==> config.mk <==
export PLATFORM = sky130hd
export DESIGN_NAME = mem_access
export DESIGN_NICKNAME = d
export VERILOG_FILES = /design/src/rtl/mem_access.sv
export SDC_FILE = /design/constraint.sdc
export NUM_CORES = 1
export LEC_CHECK = 0
export BUFFER_PORTS_ARGS = -buffer_cell sky130_fd_sc_hd__buf_2
export CAP_MARGIN = 10
export CELL_PAD_IN_SITES_DETAIL_PLACEMENT = 1
export CELL_PAD_IN_SITES_GLOBAL_PLACEMENT = 2
export CORE_MARGIN = 2
export CORE_UTILIZATION = 31
export CTS_CLUSTER_SIZE = 8
export DETAILED_ROUTE_END_ITERATION = 6
export PLACE_DENSITY_LB_ADDON = 0.1
export SYNTH_ARGS = -nofsm -noshare
export SYNTH_HDL_FRONTEND = slang
export SYNTH_SLANG_ARGS = --single-unit
==> constraint.sdc <==
create_clock -name clk -period 3.1 [get_ports clk]
set_input_delay 0.155 -clock clk [delete_from_list [all_inputs] [get_ports clk]]
set_output_delay 0.155 -clock clk [all_outputs]
set_load 0.1 [all_outputs]
==> src/rtl/mem_access.sv <==
// Load/store stage after the ALU: passes ALU results to writeback, or runs
// one req/gnt/rvalid data-memory transaction with lane steering and extension.
module mem_access #(
    parameter int unsigned TIMEOUT_CYCLES = 255
) (
    input  logic        clk,
    input  logic        rst,
    input  logic        i_Valid_1,
    output logic        o_Ready_1,
    input  logic [31:0] i_ALUResult_32,
    input  logic [7:0]  i_MemControl_8,
    input  logic [31:0] i_StoreData_32,
    input  logic        i_RegWrite_1,
    input  logic [4:0]  i_RdAddr_5,
    output logic        o_WbValid_1,
    output logic        o_WbWe_1,
    output logic [4:0]  o_WbRd_5,
    output logic [31:0] o_WbData_32,
    output logic        o_StoreDone_1,
    output logic        o_MisalignErr_1,
    output logic        o_BusErr_1,
    output logic        o_MemReq_1,
    output logic        o_MemWe_1,
    output logic [31:0] o_MemAddr_32,
    output logic [31:0] o_MemWdata_32,
    output logic [3:0]  o_MemWstrb_4,
    input  logic        i_MemGnt_1,
    input  logic        i_MemRvalid_1,
    input  logic [31:0] i_MemRdata_32
);

    localparam int CW = $clog2(TIMEOUT_CYCLES + 1);
    localparam logic [CW-1:0] CNT_LAST = CW'(TIMEOUT_CYCLES - 1);

    typedef enum logic [1:0] {
        S_IDLE,
        S_REQ,
        S_WAIT
    } state_t;

    state_t state_q, state_d;

    logic [31:0]   addr_q;
    logic [31:0]   sdata_q;
    logic [4:0]    rd_q;
    logic          we_q;
    logic          store_q;
    logic          byte_q;
    logic          half_q;
    logic          sign_q;
    logic [CW-1:0] cnt_q, cnt_d;

    logic          wb_valid_q, wb_valid_d;
    logic          wb_we_q, wb_we_d;
    logic [4:0]    wb_rd_q, wb_rd_d;
    logic [31:0]   wb_data_q, wb_data_d;
    logic          sdone_q, sdone_d;
    logic          mis_q, mis_d;
    logic          bus_q, bus_d;
    logic          latch_en;

    // One-hot control {LB,LH,LW,LBU,LHU,SB,SH,SW} decoded by access size.
    logic in_mem, in_byte, in_half, in_word, in_store, in_sign, in_mis;
    logic accept, rd_nz, timeout_hit;

    assign in_mem   = |i_MemControl_8;
    assign in_byte  = i_MemControl_8[7] | i_MemControl_8[4]
                    | i_MemControl_8[2];
    assign in_half  = i_MemControl_8[6] | i_MemControl_8[3]
                    | i_MemControl_8[1];
    assign in_word  = i_MemControl_8[5] | i_MemControl_8[0];
    assign in_store = |i_MemControl_8[2:0];
    assign in_sign  = i_MemControl_8[7] | i_MemControl_8[6];
    assign in_mis   = (in_half & i_ALUResult_32[0])
                    | (in_word & (|i_ALUResult_32[1:0]));

    assign o_Ready_1   = (state_q == S_IDLE);
    assign accept      = i_Valid_1 & o_Ready_1;
    assign rd_nz       = |i_RdAddr_5;
    assign timeout_hit = (cnt_q >= CNT_LAST);

    logic [7:0]  ld_byte;
    logic [15:0] ld_half;
    logic [31:0] ld_data;

    assign ld_byte = i_MemRdata_32[{addr_q[1:0], 3'b000} +: 8];
    assign ld_half = addr_q[1] ? i_MemRdata_32[31:16]
                               : i_MemRdata_32[15:0];

    always_comb begin
        ld_data = i_MemRdata_32;
        if (byte_q) begin
            ld_data = {{24{sign_q & ld_byte[7]}}, ld_byte};
        end else if (half_q) begin
            ld_data = {{16{sign_q & ld_half[15]}}, ld_half};
        end
    end

    logic [3:0]  wstrb;
    logic [31:0] wdata;

    always_comb begin
        wstrb = 4'b1111;
        wdata = sdata_q;
        if (byte_q) begin
            wstrb = 4'b0001 << addr_q[1:0];
            wdata = {4{sdata_q[7:0]}};
        end else if (half_q) begin
            wstrb = 4'b0011 << addr_q[1:0];
            wdata = {2{sdata_q[15:0]}};
        end
    end

    assign o_MemReq_1    = (state_q == S_REQ);
    assign o_MemWe_1     = o_MemReq_1 & store_q;
    assign o_MemAddr_32  = o_MemReq_1 ? {addr_q[31:2], 2'b00} : 32'd0;
    assign o_MemWdata_32 = o_MemWe_1 ? wdata : 32'd0;
    assign o_MemWstrb_4  = o_MemWe_1 ? wstrb : 4'd0;

    always_comb begin
        state_d    = state_q;
        cnt_d      = cnt_q;
        latch_en   = 1'b0;
        wb_valid_d = 1'b0;
        wb_we_d    = 1'b0;
        wb_rd_d    = wb_rd_q;
        wb_data_d  = wb_data_q;
        sdone_d    = 1'b0;
        mis_d      = 1'b0;
        bus_d      = 1'b0;
        unique case (state_q)
            S_IDLE: begin
                if (accept) begin
                    if (!in_mem) begin
                        wb_valid_d = 1'b1;
                        wb_we_d    = i_RegWrite_1 & rd_nz;
                        wb_rd_d    = i_RdAddr_5;
                        wb_data_d  = i_ALUResult_32;
                    end else if (in_mis) begin
                        mis_d = 1'b1;
                    end else begin
                        latch_en = 1'b1;
                        cnt_d    = '0;
                        state_d  = S_REQ;
                    end
                end
            end
            S_REQ: begin
                // A grant on the final budgeted cycle still wins.
                if (i_MemGnt_1) begin
                    cnt_d = cnt_q + 1'b1;
                    if (store_q) begin
                        sdone_d = 1'b1;
                        state_d = S_IDLE;
                    end else begin
                        state_d = S_WAIT;
                    end
                end else if (timeout_hit) begin
                    bus_d   = 1'b1;
                    state_d = S_IDLE;
                end else begin
                    cnt_d = cnt_q + 1'b1;
                end
            end
            S_WAIT: begin
                if (i_MemRvalid_1) begin
                    wb_valid_d = 1'b1;
                    wb_we_d    = we_q;
                    wb_rd_d    = rd_q;
                    wb_data_d  = ld_data;
                    state_d    = S_IDLE;
                end else if (timeout_hit) begin
                    bus_d   = 1'b1;
                    state_d = S_IDLE;
                end else begin
                    cnt_d = cnt_q + 1'b1;
                end
            end
            default: state_d = S_IDLE;
        endcase
    end

    always_ff @(posedge clk) begin
        if (rst) begin
            state_q    <= S_IDLE;
            cnt_q      <= '0;
            addr_q     <= '0;
            sdata_q    <= '0;
            rd_q       <= '0;
            we_q       <= 1'b0;
            store_q    <= 1'b0;
            byte_q     <= 1'b0;
            half_q     <= 1'b0;
            sign_q     <= 1'b0;
            wb_valid_q <= 1'b0;
            wb_we_q    <= 1'b0;
            wb_rd_q    <= '0;
            wb_data_q  <= '0;
            sdone_q    <= 1'b0;
            mis_q      <= 1'b0;
            bus_q      <= 1'b0;
        end else begin
            state_q    <= state_d;
            cnt_q      <= cnt_d;
            wb_valid_q <= wb_valid_d;
            wb_we_q    <= wb_we_d;
            wb_rd_q    <= wb_rd_d;
            wb_data_q  <= wb_data_d;
            sdone_q    <= sdone_d;
            mis_q      <= mis_d;
            bus_q      <= bus_d;
            if (latch_en) begin
                addr_q  <= i_ALUResult_32;
                sdata_q <= i_StoreData_32;
                rd_q    <= i_RdAddr_5;
                we_q    <= i_RegWrite_1 & rd_nz;
                store_q <= in_store;
                byte_q  <= in_byte;
                half_q  <= in_half;
                sign_q  <= in_sign;
            end
        end
    end

    assign o_WbValid_1     = wb_valid_q;
    assign o_WbWe_1        = wb_we_q;
    assign o_WbRd_5        = wb_rd_q;
    assign o_WbData_32     = wb_data_q;
    assign o_StoreDone_1   = sdone_q;
    assign o_MisalignErr_1 = mis_q;
    assign o_BusErr_1      = bus_q;

endmodule

; ---- Word level (Yosys, flattened, before mapping)
; Index checks and enable logic that the tools add are counted.
[word_totals]
ff_bits = 126
in_bits = 115
output_inout_bits = 113
wordCells = 112
[classes]
add_sub_neg = 1
magnitude_cmp = 1
eq_ne = 8
n_shift = 3
mux = 51
bitwise = 19
reduce_logical = 12
[op_table]
columns = op, count
row1 = 32-bit 2-to-1 mux, 9
row2 = 32-bit case mux with 2 select lines, 1
row3 = 8-bit 2-to-1 mux, 6
row4 = 32-bit by 6-bit indexed part select with 8-bit output, 1
row5 = 8-bit case mux with 3 select lines, 1
row6 = 16-bit 2-to-1 mux, 1
row7 = 1-bit 2-to-1 mux, 15
row8 = 5-bit 2-to-1 mux, 3
row9 = 2-bit 2-to-1 mux, 7
row10 = 4-bit 2-to-1 mux, 3
row11 = 5-bit case mux with 2 select lines, 1
row12 = "8-bit by 1-bit adder with 8-bit output, second input constant", 1
row13 = "8-bit greater-or-equal comparator, second input constant", 1
row14 = "2-bit inequality test, second input constant", 4
row15 = 8-bit OR reduction, 1
row16 = 1-bit AND, 7
row17 = 1-bit bitwise OR, 7
row18 = 1-bit case mux with 2 select lines, 3
row19 = 2-bit case mux with 3 select lines, 1
row20 = 3-bit OR reduction, 2
row21 = 1-bit NOT, 5
row22 = 5-bit AND reduction, 1
row23 = 5-bit OR reduction, 1
row24 = "2-bit by 1-bit inequality test with 1-bit output, second input constant", 2
row25 = other kinds (11), 11

; ---- Logic depth before layout (Yosys ltp)
[depth]
word_depth = 8
ltp_mapped = 9
depth_no_buf = 7

; ---- Worst setup path after synthesis
; Ideal clock, no wire load.
[synth_timing]
path_kind = reg-to-output
from = reg state_q[1]
to = out o_MemWdata_32[16]
arrival_time_ps = 3162
required_ps = 2945
setup_slack_ps = -217
path_stages_with_launch = 6
n_path_buf = 1
path_cell_list = dfxtp_1 -> inv_1 -> ha_1 -> nand2_1 -> clkbuf_1 -> a21oi_1
[synth_between]
elab_chain_len = 3
[synth_rtl]
columns = item, line_no
row1 = from (decl), 41  ; state_t state_q, state_d;
row2 = from (signal assigned), 203  ; state_q <= state_d;
row3 = 2-bit by 1-bit == test with 1-bit output, 114  ; assign o_MemReq_1 = (state_q == S_REQ);
row4 = net o_MemReq_1, 22  ; output logic o_MemReq_1,
row5 = 1-bit AND, 115  ; assign o_MemWe_1 = o_MemReq_1 & store_q;
row6 = 32-bit 2-to-1 mux, 117  ; assign o_MemWdata_32 = o_MemWe_1 ? wdata : 32'd0;
row7 = to (decl), 25  ; output logic [31:0] o_MemWdata_32,
; The timed path passes the listed nets, and every way through them passes these cells.

; ---- Worst setup path in the final report
[layout_timing]
from = reg state_q[1]
to = out o_MemWdata_32[16]
[layout_between]
elab_chain_len = 3
[layout_rtl]
columns = item, line_no
row1 = 2-bit by 1-bit == test with 1-bit output, 114
row2 = 1-bit AND, 115
row3 = 32-bit 2-to-1 mux, 117
; No other way between the ends.

==> results by group <==
Detailed routing
  • Total iterations of the first detailed-routing run: 4
  • Via/cell ratio: 4.92
  • Post-route ant nets: 0
  • Routed via count: 6465
  • Drt wl/cell: 18.0 µm
  • Iter 0 DRT Violations: 169
  • DRC: 0
  • DRT Wirelength: about 24 mm

Clock tree
  • TritonCTS Buffers: 17
  • H-tree depth: 4
  • CTS tree: built
  • Clk_lat worst skew: 420 ps
  • Root Buffer Master: clkbuf_16
  • Post-CTS resize count: 0
  • Clock-pin slew on the worst setup and hold paths: 60 ps
  • Longest Clk Path Bufs: 2
  • CTS Sinks: 126

Power and ir drop
  • Seq pwr share: 36.6%
  • Maximum vdd drop: 0.380 mV
  • Clock power share: between 40% and 50%
  • Net Sw Frac: 26.2%
  • LEAKAGE: approximately 0.0040 µW
  • Final Power: 4680 µW
  • Combinational Power Share: a little over an eighth
  • Power Internal: about 3500 µW
  • Switching pwr: between 1000 and 1500 µW
  • Cell area power density: 488 mW/mm²

Placed design
  • DPL Wire Length: 16.9 mm
  • Routability congestion estimate: 0.819
  • Dpl ws: 571 ps
  • Post-placement cell area: 0.00845 mm²
  • Buffers on Ports: approximately 230

Setup path
  • Crit. End Element: primary output
  • CP delay by family, top: buffers and inverters
  • Worst-path maximum fanout: 29
  • WP data required: 2940 ps
  • WP data arrival: 2430 ps
  • Crit path cell chain: inv_1 -> ha_2 -> nand2_1 -> buf_4 -> a21oi_1 -> buf_12
  • RR Startpoint: state_q[0]
  • CP max-delay cell: ha_2
  • Worst Setup SP: state_q[1]
  • Critical Path Source Type: register
  • Critical path buffers and inverters: 3
  • Crit path kind: reg -> out
  • Largest stage delay, worst path: 580 ps

Min path
  • Hold Startpoint: i_RdAddr_5[3]
  • Min-Delay Path Class: in -> reg

Floorplan
  • Die area: 0.0224 mm²
  • Ports: 228
  • Die H: approximately 150 µm
  • Row cnt: 53
  • Die W: 150 µm
  • Core Box Area: 0.0209 mm²
  • Starting density of the core: 31.5%

GRT
  • Largest net degree at the start of global routing: 70
  • Initial antenna violation count: 4
  • Tot GR Track Use: 21.4%
  • Vias in the first global route: between 6000 and 7000
  • First-pass GRT wire length: around 37 mm
  • GRT Residual Overflow: 0

Logic synthesis
  • Synth Warn #: 0
  • Top cells by area in the synthesized netlist: dfxtp_1 38%, mux2i_1 16%, nor2_1 7.8%
  • Cell taking the most area after synthesis: dfxtp_1
  • Gate Count Post-Synth: 773
  • Mapped Area: about 0.0066 mm²
  • Most common cell in the netlist: nor2_1
  • Synthesis-stage register bit count: 126
  • Async SR Flop Fraction: 0%
  • Register area share after synthesis: 38.4%
  • Ys flop type: dfxtp_1
  • Top cell type's share of synthesized area: a little under two fifths
  • Post-synthesis cell type count: 48
  • Average cell area after synthesis: about 8.5 µm²
  • Most frequent cells after synthesis: 137 x nor2_1, 126 x dfxtp_1, 108 x mux2i_1, 80 x nand2_1, 53 x a21oi_1
  • EDFF count, synth: 0

Layout
  • Layout cell share with drive strength beyond 1: between 30% and 40%
  • Layout area overhead: 46.0%
  • Final Instance Area: 0.00959 mm²
  • NumNets Final: 1147

STA
  • Setup TNS: 0 ps
  • Skew final: 11.6 ps
  • Fin. Hold Viols: 0
  • Pins Over Slew Limit: 0
  • Fmax: a little under 400 MHz
  • Final WS setup: 516 ps
  • Minimum clock period: 2580 ps
  • Slew margin rel.: 26.1%
  • WHS: 9.84 ps
  • Worst-Margin Slew: 1110 ps
  • Setup-failing EPs final: 0
  • RSZ-0062 raised after global routing: false
  • Final Cycle Share: 83.4%

Job
  • Max capacitance violation total: 0

Outcome
  • Outcome: finished clean
-- per-stage QoR --
stage	instances	utilization, %
floorplan	774	-
global placement	1232	40.4
detailed placement	1232	40.4
CTS	1310	45.9
global route	1313	45.9
finish	1315	45.9
-- layout by cell type (no fill, tap or decap), types with 17 or more instances in the layout --
| cell | n |
|---|---|
| a21oi_1 | 52 |
| nand2_1 | 80 |
| buf_4 | 20 |
| buf_12 | 31 |
| and2_1 | 31 |
| nor2_2 | 20 |
| clkbuf_16 | 17 |
| o211ai_1 | 17 |
| mux2i_1 | 108 |
| dfxtp_1 | 125 |
| buf_2 | 195 |
| and3_1 | 17 |
| a211oi_1 | 17 |
| dlygate4sd3_1 | 46 |
| nor2_1 | 117 |
-- worst reg2reg max path, delay by kind of cell, from the launching register on --
| kind | cells | cell delay [ps] |
|---|---|---|
| compound gates | 3 | 1210 |
| fa+ha+maj | 1 | 220 |
| buf+inv | 2 | 490 |
| flops | 1 | 330 |
| simple gates | 1 | 190 |
-- state kept, by name, indices dropped and copies added, names as in the netlist, 2 cells and up --
signal	cells
addr_q	32
o_WbData_32	32
sdata_q	32
cnt_q	8
o_WbRd_5	5
rd_q	5
state_q	2
-- worst paths after layout --
path	to	slack, ps	cells past startpoint
setup reg to reg	o_WbData_32[21]	590	7
setup / recovery	o_MemWdata_32[16]	520	6
hold reg to reg	o_WbData_32[28]	460	2
hold / removal	rd_q[3]	10	3
-- logic make-up after synthesis --
| kind of cell | after synthesis | share of synthesized area (%) |
|---|---|---|
| multiplexers | 117 | 19.4 |
| other | 1 | 0.0571 |
| AND/OR/NAND/NOR | 306 | 20.9 |
| buffers and inverters | 73 | 5.16 |
| adder cells (fa/ha/maj) | 10 | 1.90 |
| XOR/XNOR | 5 | 0.666 |
| flip-flops | 126 | 38.4 |
| AO/OA/AOI/OAI | 135 | 13.6 |
-- routing by layer --
layer,wire [µm],global-route usage [%]
met5,0,0
met4,362,6.67
met3,1010,4.12
met2,10800,33.3
met1,11600,30.0
-- repair_timing --
action                     in CTS  in global routing
hold buffers                   46                  0
hold endpoints to repair       46                  0
setup endpoints to repair       0                  0
setup buffers                   0                  0
-- power by group through the flow --
stage / combinational, µW / clock, µW / sequential [µW]
final: 632 / 2340 / 1710
after global routing: 690 / 2470 / 1720
after CTS: 636 / 2390 / 1710
after detailed placement: 588 / 0 / 1750
after global placement: 584 / 0 / 1750
after floorplan: 372 / 0 / 1750
-- final cells by class --
cell class | count | area (µm²)
fillers | 2480 | 11300
multi-input cells | 575 | 3790
flip-flops and latches | 126 | 2520
repair buffers | 292 | 2210
clock buffers | 19 | 443
well taps | 275 | 344
clock inverters | 13 | 233
inverters | 10 | 37.5
diodes | 5 | 12.5
(Power assumes the default switching activity.)
